### src/rtl/lcd_frame_capture.sv
// Captures the PPU 2-bit pixel stream, packs four pixels per byte (MSB first) and
// writes whole frames into a double-buffered framebuffer, swapping banks on completion.
module lcd_frame_capture #(
    parameter int H_PIXELS = 160,
    parameter int V_LINES  = 144,
    parameter int ADDR_W   = 13
) (
    input  logic              clk,
    input  logic              rst,
    input  logic [1:0]        PX_OUT,
    input  logic              PX_valid,
    input  logic [1:0]        PPU_MODE,
    input  logic              ERR_CLR,
    output logic              FB_WR,
    output logic [ADDR_W:0]   FB_ADDR,
    output logic [7:0]        FB_DATA,
    output logic              FRONT_BANK,
    output logic              FRAME_DONE,
    output logic              SHORT_FRAME,
    output logic              OVERRUN
);

    localparam int TOTAL = H_PIXELS * V_LINES;
    localparam int CNT_W = $clog2(TOTAL + 1);
    localparam logic [CNT_W-1:0] CNT_FULL    = CNT_W'(TOTAL);
    localparam logic [1:0]       MODE_VBLANK = 2'd1;

    function automatic logic [7:0] insert_px(
        input logic [7:0] acc,
        input logic [1:0] slot,
        input logic [1:0] px
    );
        logic [7:0] res;
        res = acc;
        case (slot)
            2'd0:    res[7:6] = px;
            2'd1:    res[5:4] = px;
            2'd2:    res[3:2] = px;
            default: res[1:0] = px;
        endcase
        return res;
    endfunction

    logic [CNT_W-1:0]  count_p0;
    logic [ADDR_W-1:0] idx_p0;
    logic [7:0]        pack_p0;
    logic              back_p0;
    logic              front_p0;
    logic [1:0]        prev_mode_p0;

    logic              vld_p1;
    logic [ADDR_W:0]   addr_p1;
    logic [7:0]        data_p1;
    logic              done_p1;
    logic              short_flag;
    logic              overrun_flag;

    logic              in_vblank;
    logic              vblank_entry;
    logic              frame_full;
    logic              accept;
    logic              drop;
    logic              byte_end;
    logic              frame_end;
    logic              short_set;
    logic [CNT_W-1:0]  count_nx;
    logic [7:0]        packed_byte;

    always_comb begin
        in_vblank    = (PPU_MODE == MODE_VBLANK);
        vblank_entry = in_vblank && (prev_mode_p0 != MODE_VBLANK);
        frame_full   = (count_p0 == CNT_FULL);
        accept       = PX_valid && !in_vblank && !frame_full;
        drop         = PX_valid && !in_vblank && frame_full;
        byte_end     = accept && (count_p0[1:0] == 2'd3);
        count_nx     = count_p0 + CNT_W'(1);
        frame_end    = accept && (count_nx == CNT_FULL);
        // An empty frame (LCD off) is not an error; only a started, unfinished one is.
        short_set    = vblank_entry && (count_p0 != '0) && !frame_full;
        packed_byte  = insert_px(pack_p0, count_p0[1:0], PX_OUT);
    end

    // ---- Stage p0: pixel accumulation, frame position and bank ownership ----
    always_ff @(posedge clk) begin
        if (rst) begin
            count_p0     <= '0;
            idx_p0       <= '0;
            pack_p0      <= '0;
            back_p0      <= 1'b1;
            front_p0     <= 1'b0;
            prev_mode_p0 <= MODE_VBLANK;
        end else begin
            prev_mode_p0 <= PPU_MODE;
            if (vblank_entry) begin
                count_p0 <= '0;
                idx_p0   <= '0;
                pack_p0  <= '0;
            end else if (accept) begin
                count_p0 <= count_nx;
                if (byte_end) begin
                    idx_p0  <= idx_p0 + ADDR_W'(1);
                    pack_p0 <= '0;
                end else begin
                    pack_p0 <= packed_byte;
                end
                if (frame_end) begin
                    front_p0 <= back_p0;
                    back_p0  <= front_p0;
                end
            end
        end
    end

    // ---- Stage p1: framebuffer write port and completion pulse ----
    always_ff @(posedge clk) begin
        if (rst) begin
            vld_p1  <= 1'b0;
            addr_p1 <= '0;
            data_p1 <= '0;
            done_p1 <= 1'b0;
        end else begin
            vld_p1  <= byte_end;
            done_p1 <= frame_end;
            // Address/data hold their last value between strobes.
            if (byte_end) begin
                addr_p1 <= {back_p0, idx_p0};
                data_p1 <= packed_byte;
            end
        end
    end

    // Sticky error flags: a set event in the same cycle beats ERR_CLR.
    always_ff @(posedge clk) begin
        if (rst) begin
            short_flag   <= 1'b0;
            overrun_flag <= 1'b0;
        end else begin
            if (short_set) begin
                short_flag <= 1'b1;
            end else if (ERR_CLR) begin
                short_flag <= 1'b0;
            end
            if (drop) begin
                overrun_flag <= 1'b1;
            end else if (ERR_CLR) begin
                overrun_flag <= 1'b0;
            end
        end
    end

    assign FB_WR       = vld_p1;
    assign FB_ADDR     = addr_p1;
    assign FB_DATA     = data_p1;
    assign FRONT_BANK  = front_p0;
    assign FRAME_DONE  = done_p1;
    assign SHORT_FRAME = short_flag;
    assign OVERRUN     = overrun_flag;

endmodule
### config.mk
export PLATFORM = sky130hd
export DESIGN_NAME = lcd_frame_capture
export DESIGN_NICKNAME = d
export VERILOG_FILES = /design/src/rtl/lcd_frame_capture.sv
export SDC_FILE = /design/constraint.sdc
export NUM_CORES = 1
export LEC_CHECK = 0
export CAP_MARGIN = 20
export CORE_ASPECT_RATIO = 1.25
export CORE_MARGIN = 2
export CORE_UTILIZATION = 60
export CTS_CLUSTER_SIZE = 30
export DETAILED_ROUTE_END_ITERATION = 16
export PLACE_DENSITY = 0.84
export SYNTH_ARGS = -nofsm -noshare
export SYNTH_HDL_FRONTEND = slang
export SYNTH_SLANG_ARGS = --single-unit
### constraint.sdc
create_clock -name clk -period 6.8 [get_ports clk]
set_input_delay 1.36 -clock clk [delete_from_list [all_inputs] [get_ports clk]]
set_output_delay 1.36 -clock clk [all_outputs]
set_load 0.05 [all_outputs]
==> results summary, run 1 <==
The flow ran to the end, and the final reports show no timing, DRC or antenna violations. The number of antenna violations at the first check in global routing is 0. The multiplexer fraction of the synthesized cell area is 0.0351. The relative max-transition margin came out at 0.563.

The footprint of the multi-input gates came out at between 1500 and 2000 sq um. The standard cell core area came out at 5040 sq um. The total number of H-tree levels is 3. The worst-case hold slack came out at ~0.46 ns.

For this block, the via count after detailed routing is 2821. The first-pass iteration count of the detailed router came out at 5. The final worst clock skew is 0.00766 ns. The delay contributed by the slowest stage of the critical path is 0.66 ns. The worst hold path belongs to the class reg2reg.

The register clock-pin slew on the reported worst setup and hold paths came out at roughly 0.07 ns. The number of clock buffers inserted by TritonCTS is 9. The sequential cells in the finished layout cover a total of between 1000 and 1500 sq um. For flop-to-flop paths, the worst setup slack is roughly 3.8 ns. Before CTS, the worst setup slack after placement is ~2.8 ns. The residual DRC count is 0. The count of boundary I/O pins is 35.

The leakage power summed over all cells came out at approximately 0.0012 uW. The data arrival time at the worst-slack endpoint is 3.86 ns. The startpoint class of the critical path is an input port. By area, the combinational part of the netlist is dominated by simple AND/OR/NAND/NOR gates. The largest net degree at the start of global routing came out at 34. The complex-gate fraction of the synthesized area came out at 0.132.

Static timing analysis puts the maximum clock frequency at around 280 MHz. The total number of placement rows is 29. The net count of the finished layout is 408. In this run, post-CTS hold repair placed 0 buffers. In the final layout, the share of cells above drive strength 1 is 0.0655.

The gate count of the mapped netlist came out at about 370. For this design, the sink count on the clock tree is 66. The category of the critical setup timing path is in2reg.

The slew at the pin closest to its max-slew limit is ~0.65 ns. Setup slack on the critical path of the routed design comes to ~3.2 ns. The number of failing hold endpoints at the final stage came out at 0. Of the total synthesized cell area, the portion taken by full adders, half adders and majority gates is 0.0239. The routed length per instance came out at around 16 um. Of the available clock period, the critical path in the final layout requires 0.527.

From bottom edge to top edge, the die measures around 85 um. In this run the most critical hold path is launched from FB_ADDR[2]$_SDFFE_PP0P_. The number of DRC violations after detailed-routing iteration 0 is ~300. Yosys printed 0 warnings. The endpoint of the most critical register-to-register path is idx_p0[4]$_SDFFE_PP0P_. Counting every net in the synthesized netlist gives ~390. The worst setup path is captured at a flip-flop.

The global router's overall resource usage is 0.269. The area overhead of the layout relative to synthesis came out at 15.9%. The cell depth of the worst min-delay path came out at 2. The synthesized flop and latch total is 66. The total negative setup slack is 0 ns.

The estimated wirelength of the detail-placed design came out at a little under 5 mm. The number of cells on the worst reg-to-reg path is 7. Once detail routing completed, the nets flagged for antenna violations numbered 0. The worst endpoint required time came out at ~7.1 ns. The number of cells upsized or downsized after cts came out at 0.

Setup repair after global routing left no endpoint under its margin. The area of the die is 5830 sq um. Of all nets on the critical path, the largest fanout is 18.

The fill cell instance count of the final layout came out at about 400. The wire length of the first global-routing pass is approximately 12 mm. Of the synthesized area, sequential elements account for 0.421. Setup violations remaining at the end of the flow were counted as 0. Max-cap violations in this run came to 0.

The fraction of synthesized cell area taken by the top area cell type came out at 0.421. For hold timing, the worst endpoint is FB_ADDR[2]$_SDFFE_PP0P_. The count of buffers added by post-CTS timing repair for setup came out at 0. In this run the power density over the cells is approximately 210 nW/um^2. The count of buffers inserted at the top-level ports is 34.

The TritonCTS clock tree is yes. The antenna diode instance count is 0. The total detailed-routing wirelength is 7.40 mm. The congestion estimate from routability-driven global placement came to approximately 0.91. The number of pins exceeding their max-slew limit in the final report came out at 0. The total standard cell area after synthesis came out at between 3000 and 4000 sq um.

The via count of the first global-routing pass is roughly 2600. Traced cell by cell, the critical path runs through clkdlybuf4s50_1 -> nand2b_1 -> and2_1 -> nand3_1 -> or4_1 -> a21oi_1. The worst register-to-register path begins at count_p0[0]$_SDFFE_PP0N_. The clock latency at the later pin of the worst-skew pair came out at ~0.35 ns. The die is a little under 70 um wide.

The detail-routed via count per cell is about 6.1. The number of library cell types mapped by synthesis is 45. A synthesized cell averages approximately 8.4 sq um. The worst path in the final design needs a cycle of approximately 3.6 ns, including I/O delays and setup. Sorting the synthesized cells by area gives the leading types as sky130_fd_sc_hd__dfxtp_1 (42%), sky130_fd_sc_hd__nand2_1 (6.2%), sky130_fd_sc_hd__a21oi_1 (5.4%). The maximum clock insertion buffer count is 2. Of the total synthesized cell area, the portion taken by AND, OR, NAND and NOR gates is 0.276. The slowest stage of the critical path belongs to the cell sky130_fd_sc_hd__or4_1.

The initial core utilization came out at 0.622. Of the total synthesized cell area, the portion taken by XOR and XNOR cells is 0.0586. The worst ir drop on vdd came out at roughly 0.15 mV. The cell at the root of the clock tree is sky130_fd_sc_hd__clkbuf_8. Summed over all instances, the cell type with the most area after synthesis is sky130_fd_sc_hd__dfxtp_1. The total overflow left after global routing is 0.
-- layout by cell type, fill, tap and decap left out, types with 3 or more instances in the layout --
| master | netlist | layout |
|---|---|---|
| sky130_fd_sc_hd__nand2_1 | 52 | 52 |
| sky130_fd_sc_hd__nor2_1 | 39 | 39 |
| sky130_fd_sc_hd__nor4_1 | 10 | 10 |
| sky130_fd_sc_hd__xor2_1 | 6 | 6 |
| sky130_fd_sc_hd__nor2b_1 | 4 | 4 |
| sky130_fd_sc_hd__and3_1 | 3 | 3 |
| sky130_fd_sc_hd__nand3_1 | 9 | 9 |
| sky130_fd_sc_hd__a211oi_1 | 10 | 10 |
| sky130_fd_sc_hd__a21oi_1 | 34 | 34 |
| sky130_fd_sc_hd__or4_1 | 3 | 3 |
| sky130_fd_sc_hd__clkdlybuf4s50_1 | 0 | 34 |
| sky130_fd_sc_hd__o31ai_1 | 3 | 3 |
| sky130_fd_sc_hd__ha_1 | 6 | 6 |
| sky130_fd_sc_hd__mux2i_1 | 11 | 11 |
| sky130_fd_sc_hd__buf_4 | 1 | 3 |
| sky130_fd_sc_hd__and4_1 | 8 | 8 |
| sky130_fd_sc_hd__nand4_1 | 11 | 11 |
| sky130_fd_sc_hd__inv_1 | 7 | 7 |
| sky130_fd_sc_hd__dfxtp_1 | 66 | 66 |
| sky130_fd_sc_hd__xnor2_1 | 15 | 15 |
| sky130_fd_sc_hd__clkbuf_8 | 0 | 11 |
| sky130_fd_sc_hd__nor3_1 | 5 | 4 |
| sky130_fd_sc_hd__o21ai_0 | 13 | 13 |
| sky130_fd_sc_hd__or3_1 | 5 | 5 |
-- how the worst max path moves through the flow --
stage | start | to | slack (ns) | cells after the start
2_1_floorplan | PPU_MODE[1] | count_p0[12]$_SDFFE_PP0N_ | 3.80 | 6
3_3_place_gp | PPU_MODE[1] | idx_p0[4]$_SDFFE_PP0P_ | 2.99 | 6
3_5_place_dp | PPU_MODE[1] | idx_p0[4]$_SDFFE_PP0P_ | 2.84 | 6
4_1_cts | PPU_MODE[1] | idx_p0[4]$_SDFFE_PP0P_ | 3.24 | 6
5_1_grt | PPU_MODE[1] | idx_p0[4]$_SDFFE_PP0P_ | 3.07 | 6
6_report | PPU_MODE[1] | idx_p0[4]$_SDFFE_PP0P_ | 3.22 | 6
-- report_power, final --
part / switching (uW) / internal, uW
combinational: 28.5 / 17.2
clock: 144 / 184
sequential: 4.47 / 390
-- registers in the layout, summed over array words and instances, names as in the netlist --
register and flops:
FB_ADDR 14, FB_DATA 8, FB_WR 1, FRAME_DONE 1, FRONT_BANK 1, OVERRUN 1
SHORT_FRAME 1, back_p0 1, count_p0 15, idx_p0 13, pack_p0 8, prev_mode_p0 2
-- per-stage QoR --
step | utilization | cell area [sq um] | total power, uW | std cells
final | 0.721 | 3640 | 768 | 459
after global routing | 0.721 | 3640 | 789 | 459
after CTS | 0.721 | 3640 | 769 | 459
after detailed placement | 0.683 | 3440 | 448 | 445
after global placement | 0.683 | 3440 | 446 | 445
after floorplan | - | 3140 | 434 | 373
-- area by class of cell --
type                            count  area share
Multi-Input combinational cell    273       0.456
Sequential cell                    66       0.363
Timing Repair Buffer               37      0.0998
Clock buffer                       11      0.0416
Tap cell                           62      0.0213
Clock inverter                      3      0.0110
Inverter                            7     0.00723
-- critical path: cells and delay by family --
kind | cells | cell delay, ns
AOI/OAI and AO/OA | 1 | 0.16
buffers and inverters | 1 | 0.46
and+or+nand+nor | 4 | 1.89
-- metal layers --
metal  wire, um  track usage  up-vias
met1       3070        0.331     1341
li1           -            -     1354
met5          0            0        -
met4        123        0.107        0
met2       3760        0.442      110
met3        441       0.0637       16
-- cell families (layout without fill, tap and decap cells) --
logic type,count (synthesis),after routing
buf+inv,34,58
compound gates,70,70
flops,66,66
simple gates,165,165
xor+xnor,21,21
fa+ha+maj,6,6
mux,11,11
-- synth_stat cells --
cell type	instances
sky130_fd_sc_hd__dfxtp_1	66
sky130_fd_sc_hd__nand2_1	52
sky130_fd_sc_hd__nor2_1	39
sky130_fd_sc_hd__a21oi_1	34
sky130_fd_sc_hd__clkbuf_1	16
sky130_fd_sc_hd__xnor2_1	15
sky130_fd_sc_hd__o21ai_0	13
sky130_fd_sc_hd__mux2i_1	11
sky130_fd_sc_hd__nand4_1	11
sky130_fd_sc_hd__a211oi_1	10
sky130_fd_sc_hd__nor4_1	10
sky130_fd_sc_hd__nand3_1	9
sky130_fd_sc_hd__and4_1	8
sky130_fd_sc_hd__inv_1	7
sky130_fd_sc_hd__ha_1	6
sky130_fd_sc_hd__xor2_1	6
sky130_fd_sc_hd__buf_2	5
sky130_fd_sc_hd__nor3_1	5
sky130_fd_sc_hd__or3_1	5
sky130_fd_sc_hd__buf_6	4
sky130_fd_sc_hd__nor2b_1	4
sky130_fd_sc_hd__and3_1	3
sky130_fd_sc_hd__o31ai_1	3
sky130_fd_sc_hd__or4_1	3
sky130_fd_sc_hd__a21boi_0	2
sky130_fd_sc_hd__a31oi_1	2
sky130_fd_sc_hd__and4_4	2
sky130_fd_sc_hd__nand2b_1	2
sky130_fd_sc_hd__nor4b_1	2
sky130_fd_sc_hd__o32a_1	2
sky130_fd_sc_hd__or2_2	2
sky130_fd_sc_hd__and2_1	1
sky130_fd_sc_hd__and3b_1	1
sky130_fd_sc_hd__and4b_1	1
sky130_fd_sc_hd__buf_4	1
sky130_fd_sc_hd__clkbuf_2	1
sky130_fd_sc_hd__nor4_2	1
sky130_fd_sc_hd__nor4b_4	1
sky130_fd_sc_hd__nor4bb_1	1
sky130_fd_sc_hd__o2111a_1	1
sky130_fd_sc_hd__o2111ai_1	1
sky130_fd_sc_hd__o21ai_1	1
sky130_fd_sc_hd__o221ai_1	1
sky130_fd_sc_hd__or2_0	1
sky130_fd_sc_hd__or4_4	1
(Power assumes the default switching activity.)
==> inputs of run 2 (changes only) <==
- CORE_UTILIZATION: 60 -> 50
- PLACE_DENSITY: 0.84 -> 0.75
- clock period: 6.8 -> 2.9 ns (I/O delays scaled with it)
==> run 2 against run 1 <==
Effect of this change:
- wire length down 11%
- critical path depth up 1
- via count down 3.5%
- cell area up 3.2%
- non-clock buffer count up 7
- register-to-register slack worse by 3.6 ns
- clock power rose to 2.7 times the previous value
- sequential share of layout area down 1.1 points
- final cell count up 7.0%
- die area up 19%
- worst setup slack worse by 3.0 ns
==> results summary, run 2 (synthesized netlist as in run 1, its figures left out) <==
The detail-routed via count per cell came out at 5.54 (was 6.15). Cell Chain, Critical Path: inv_1 -> ha_1 -> nor4b_4 -> and4_4 -> or4_4 -> or4_1 -> a21oi_1 (was clkdlybuf4s50_1 -> nand2b_1 -> and2_1 -> nand3_1 -> or4_1 -> a21oi_1). The first-pass iteration count of the detailed router came out at 4 (was 5). The post-layout minimum cycle time is 2.73 ns. The number of standard cells in the layout, taps in and fillers out is 491 (was 459). The top register by number of flip-flops is count_p0 (unchanged).

The total number of H-tree levels is 3 (unchanged). The final worst clock skew was 0.0115 ns (was 0.00766 ns). The leakage power summed over all cells came to 0.00122 uW (was 0.00117 uW).

The worst-path maximum fanout came out at 14 (was 18). The height of the chip is 92.6 um (was 84.9 um). The weighted congestion at the end of routability-driven global placement came to 0.956 (was 0.905). The number of flip-flops under the largest register name came out at 15 (unchanged). The area overhead of the layout relative to synthesis came out at 19.6% (was 15.9%).

The delay contributed by the slowest stage of the critical path came out at 0.56 ns (was 0.66 ns). The relative max-transition margin came out at 0.647 (was 0.563). The total detailed-routing wirelength came out at 6.56 mm (was 7.40 mm). Status: finished, final reports clean (unchanged). The wire length of the first global-routing pass is 11.2 mm (was 12.0 mm). The via count of the first global-routing pass came to 2407 (was 2621). The width of the chip is 74.9 um (was 68.7 um). The number of nets with antenna violations after detailed routing was 0 (unchanged). The overall overflow remaining after global route is 0 (unchanged).

The share of post-route cells with drive strength above 1 came to 0.0862 (was 0.0655). The number of buffers added to fix hold violations after cts came out at 0 (unchanged). The count of buffers inserted at the top-level ports is 34 (unchanged).

The total number of clock tree sinks is 66 (unchanged). The number of maximum-capacitance violations is 0 (unchanged). The total negative setup slack is 0 ns (unchanged).

The clock latency at the later pin of the worst-skew pair came out at 0.36 ns (was 0.35 ns). The routed length per instance came to 13.4 um (was 16.1 um). The total power density per cell area came to 508 nW/um^2 (was 211 nW/um^2). The largest net degree at the start of global routing is 35 (was 34). The slowest cell on the critical path is sky130_fd_sc_hd__dfxtp_1 (was sky130_fd_sc_hd__or4_1). The slew at the pin closest to its max-slew limit came out at 0.525 ns (was 0.654 ns).

The initial core utilization is 0.512 (was 0.622). The startpoint class of the critical path is a flip-flop (was input port). The global routing usage on met3 came out at 0.0501 (was 0.0637).

Most used cells in the layout excluding fill and tap cells: sky130_fd_sc_hd__dfxtp_1 (66), sky130_fd_sc_hd__nand2_1 (52), sky130_fd_sc_hd__nor2_1 (39) (unchanged). The count of buffers added by post-CTS timing repair for setup is 0 (unchanged). The met2 routing resource usage after global routing came out at 0.323 (was 0.442). The number of clock buffers inserted by TritonCTS is 9 (unchanged).

In the finished design, the share of the clock period the worst path needs comes to 0.941. Static timing analysis puts the maximum clock frequency at 367 MHz. The worst ir drop on vdd came out at 0.383 mV (was 0.146 mV). The endpoint class of the critical path is a flip-flop (unchanged). The standard cell core area came out at 6130 sq um (was 5040 sq um).

The total number of placement rows is 32 (was 29). The category of the critical setup timing path is reg2reg (was in2reg). The final setup violation count came out at 0 (unchanged). The number of DRC violations after detailed-routing iteration 0 is 185 (was 304). The type of the worst min-delay path is reg2reg (unchanged).

The leading cell type in the layout, fill and taps excluded is sky130_fd_sc_hd__dfxtp_1 (unchanged). The number of antenna violations at the first check in global routing is 0 (unchanged). The antenna diode instance count is 0 (unchanged). The worst endpoint required time came out at 3.18 ns (was 7.08 ns). The cell at the root of the clock tree is sky130_fd_sc_hd__clkbuf_8 (unchanged). The estimated wirelength of the detail-placed design came out at 4.69 mm (was 4.91 mm). The number of pins exceeding their max-slew limit in the final report is 0 (unchanged). The global router's overall resource usage came out at 0.209 (was 0.269). The routed via count came out at 2722 (was 2821).

The maximum clock insertion buffer count came to 2 (unchanged). The area of the die was 6930 sq um (was 5830 sq um). The count of boundary I/O pins is 35 (unchanged). The TritonCTS clock tree was yes (unchanged).

The fill cell instance count of the final layout came to 578 (was 405). The register clock-pin slew on the reported worst setup and hold paths was 0.07 ns (about the same). The met1 routing resource usage after global routing came out at 0.264 (was 0.331). Setup repair after global routing missed its margin: no (unchanged). The number of cells upsized or downsized after cts is 0 (unchanged). The net count of the finished layout is 415 (was 408).

The number of failing hold endpoints at the final stage was 0 (unchanged). The residual DRC count is 0 (unchanged). The number of placed instances with taps included is 475 (was 445). The busiest metal layer after global routing is met2 (unchanged). The data arrival time at the worst-slack endpoint is 3.01 ns (was 3.86 ns).
-- run 2: cell types whose count changed in the layout (fill, tap and decap cells not counted) --
cell and delta:
sky130_fd_sc_hd__buf_4 +7, sky130_fd_sc_hd__clkinv_4 +2, sky130_fd_sc_hd__bufinv_16 +1, sky130_fd_sc_hd__clkbuf_8 -1, sky130_fd_sc_hd__clkinv_2 -1, sky130_fd_sc_hd__clkinvlp_4 +1
-- run 2: final timing paths --
kind,slack (ns),cells after the start,end,start
worst max-delay path,0.17,7,count_p0[14]$_SDFFE_PP0N_,count_p0[1]$_SDFFE_PP0N_
worst min-delay path,0.45,2,FB_ADDR[5]$_SDFFE_PP0P_,FB_ADDR[5]$_SDFFE_PP0P_
worst max register to register,0.17,7,count_p0[14]$_SDFFE_PP0N_,count_p0[1]$_SDFFE_PP0N_
worst min register to register,0.45,2,FB_ADDR[5]$_SDFFE_PP0P_,FB_ADDR[5]$_SDFFE_PP0P_
-- run 2: power by group --
group          internal [uW]  leakage [uW]  switching [uW]  total, uW
Combinational           46.6      0.000573            69.2        116
Sequential               914      0.000533            5.40        919
Clock                    508      0.000112             365        873
Total                   1470       0.00122             439       1910
-- run 2: critical path: cells and delay by family (launching register included) --
family,cells,cell delay (ns)
simple gates,4,1.52
flops,1,0.56
fa+ha+maj,1,0.30
compound gates,1,0.16
buf+inv,1,0.12
-- run 2: cell type report --
| cell class | instances | area, sq um | area share |
|---|---|---|---|
| multi-input cells | 273 | 1660 | 0.441 |
| flip-flops and latches | 66 | 1320 | 0.352 |
| repair buffers | 44 | 415 | 0.111 |
| clock buffers | 10 | 138 | 0.0367 |
| well taps | 85 | 106 | 0.0283 |
| clock inverters | 6 | 90.1 | 0.0240 |
| inverters | 7 | 26.3 | 0.00700 |
-- run 2: per-stage QoR --
stage	setup slack (ns)	hold slack (ns)	total power, uW	cell area (sq um)	utilization
CTS	0.170	0.455	1930	3750	0.613
global route	0.0170	0.473	1980	3750	0.613
detailed placement	0.235	0.446	1060	3530	0.576
floorplan	0.157	0.444	1020	3140	-
finish	0.172	0.452	1910	3750	0.613
global placement	0.316	0.442	1050	3530	0.576
-- run 2: metal layers --
layer | vias to the layer above | share of wire
met4 | 0 | 0.028
met3 | 19 | 0.038
met1 | 1267 | 0.45
li1 | 1373 | -
met2 | 63 | 0.48
met5 | - | 0
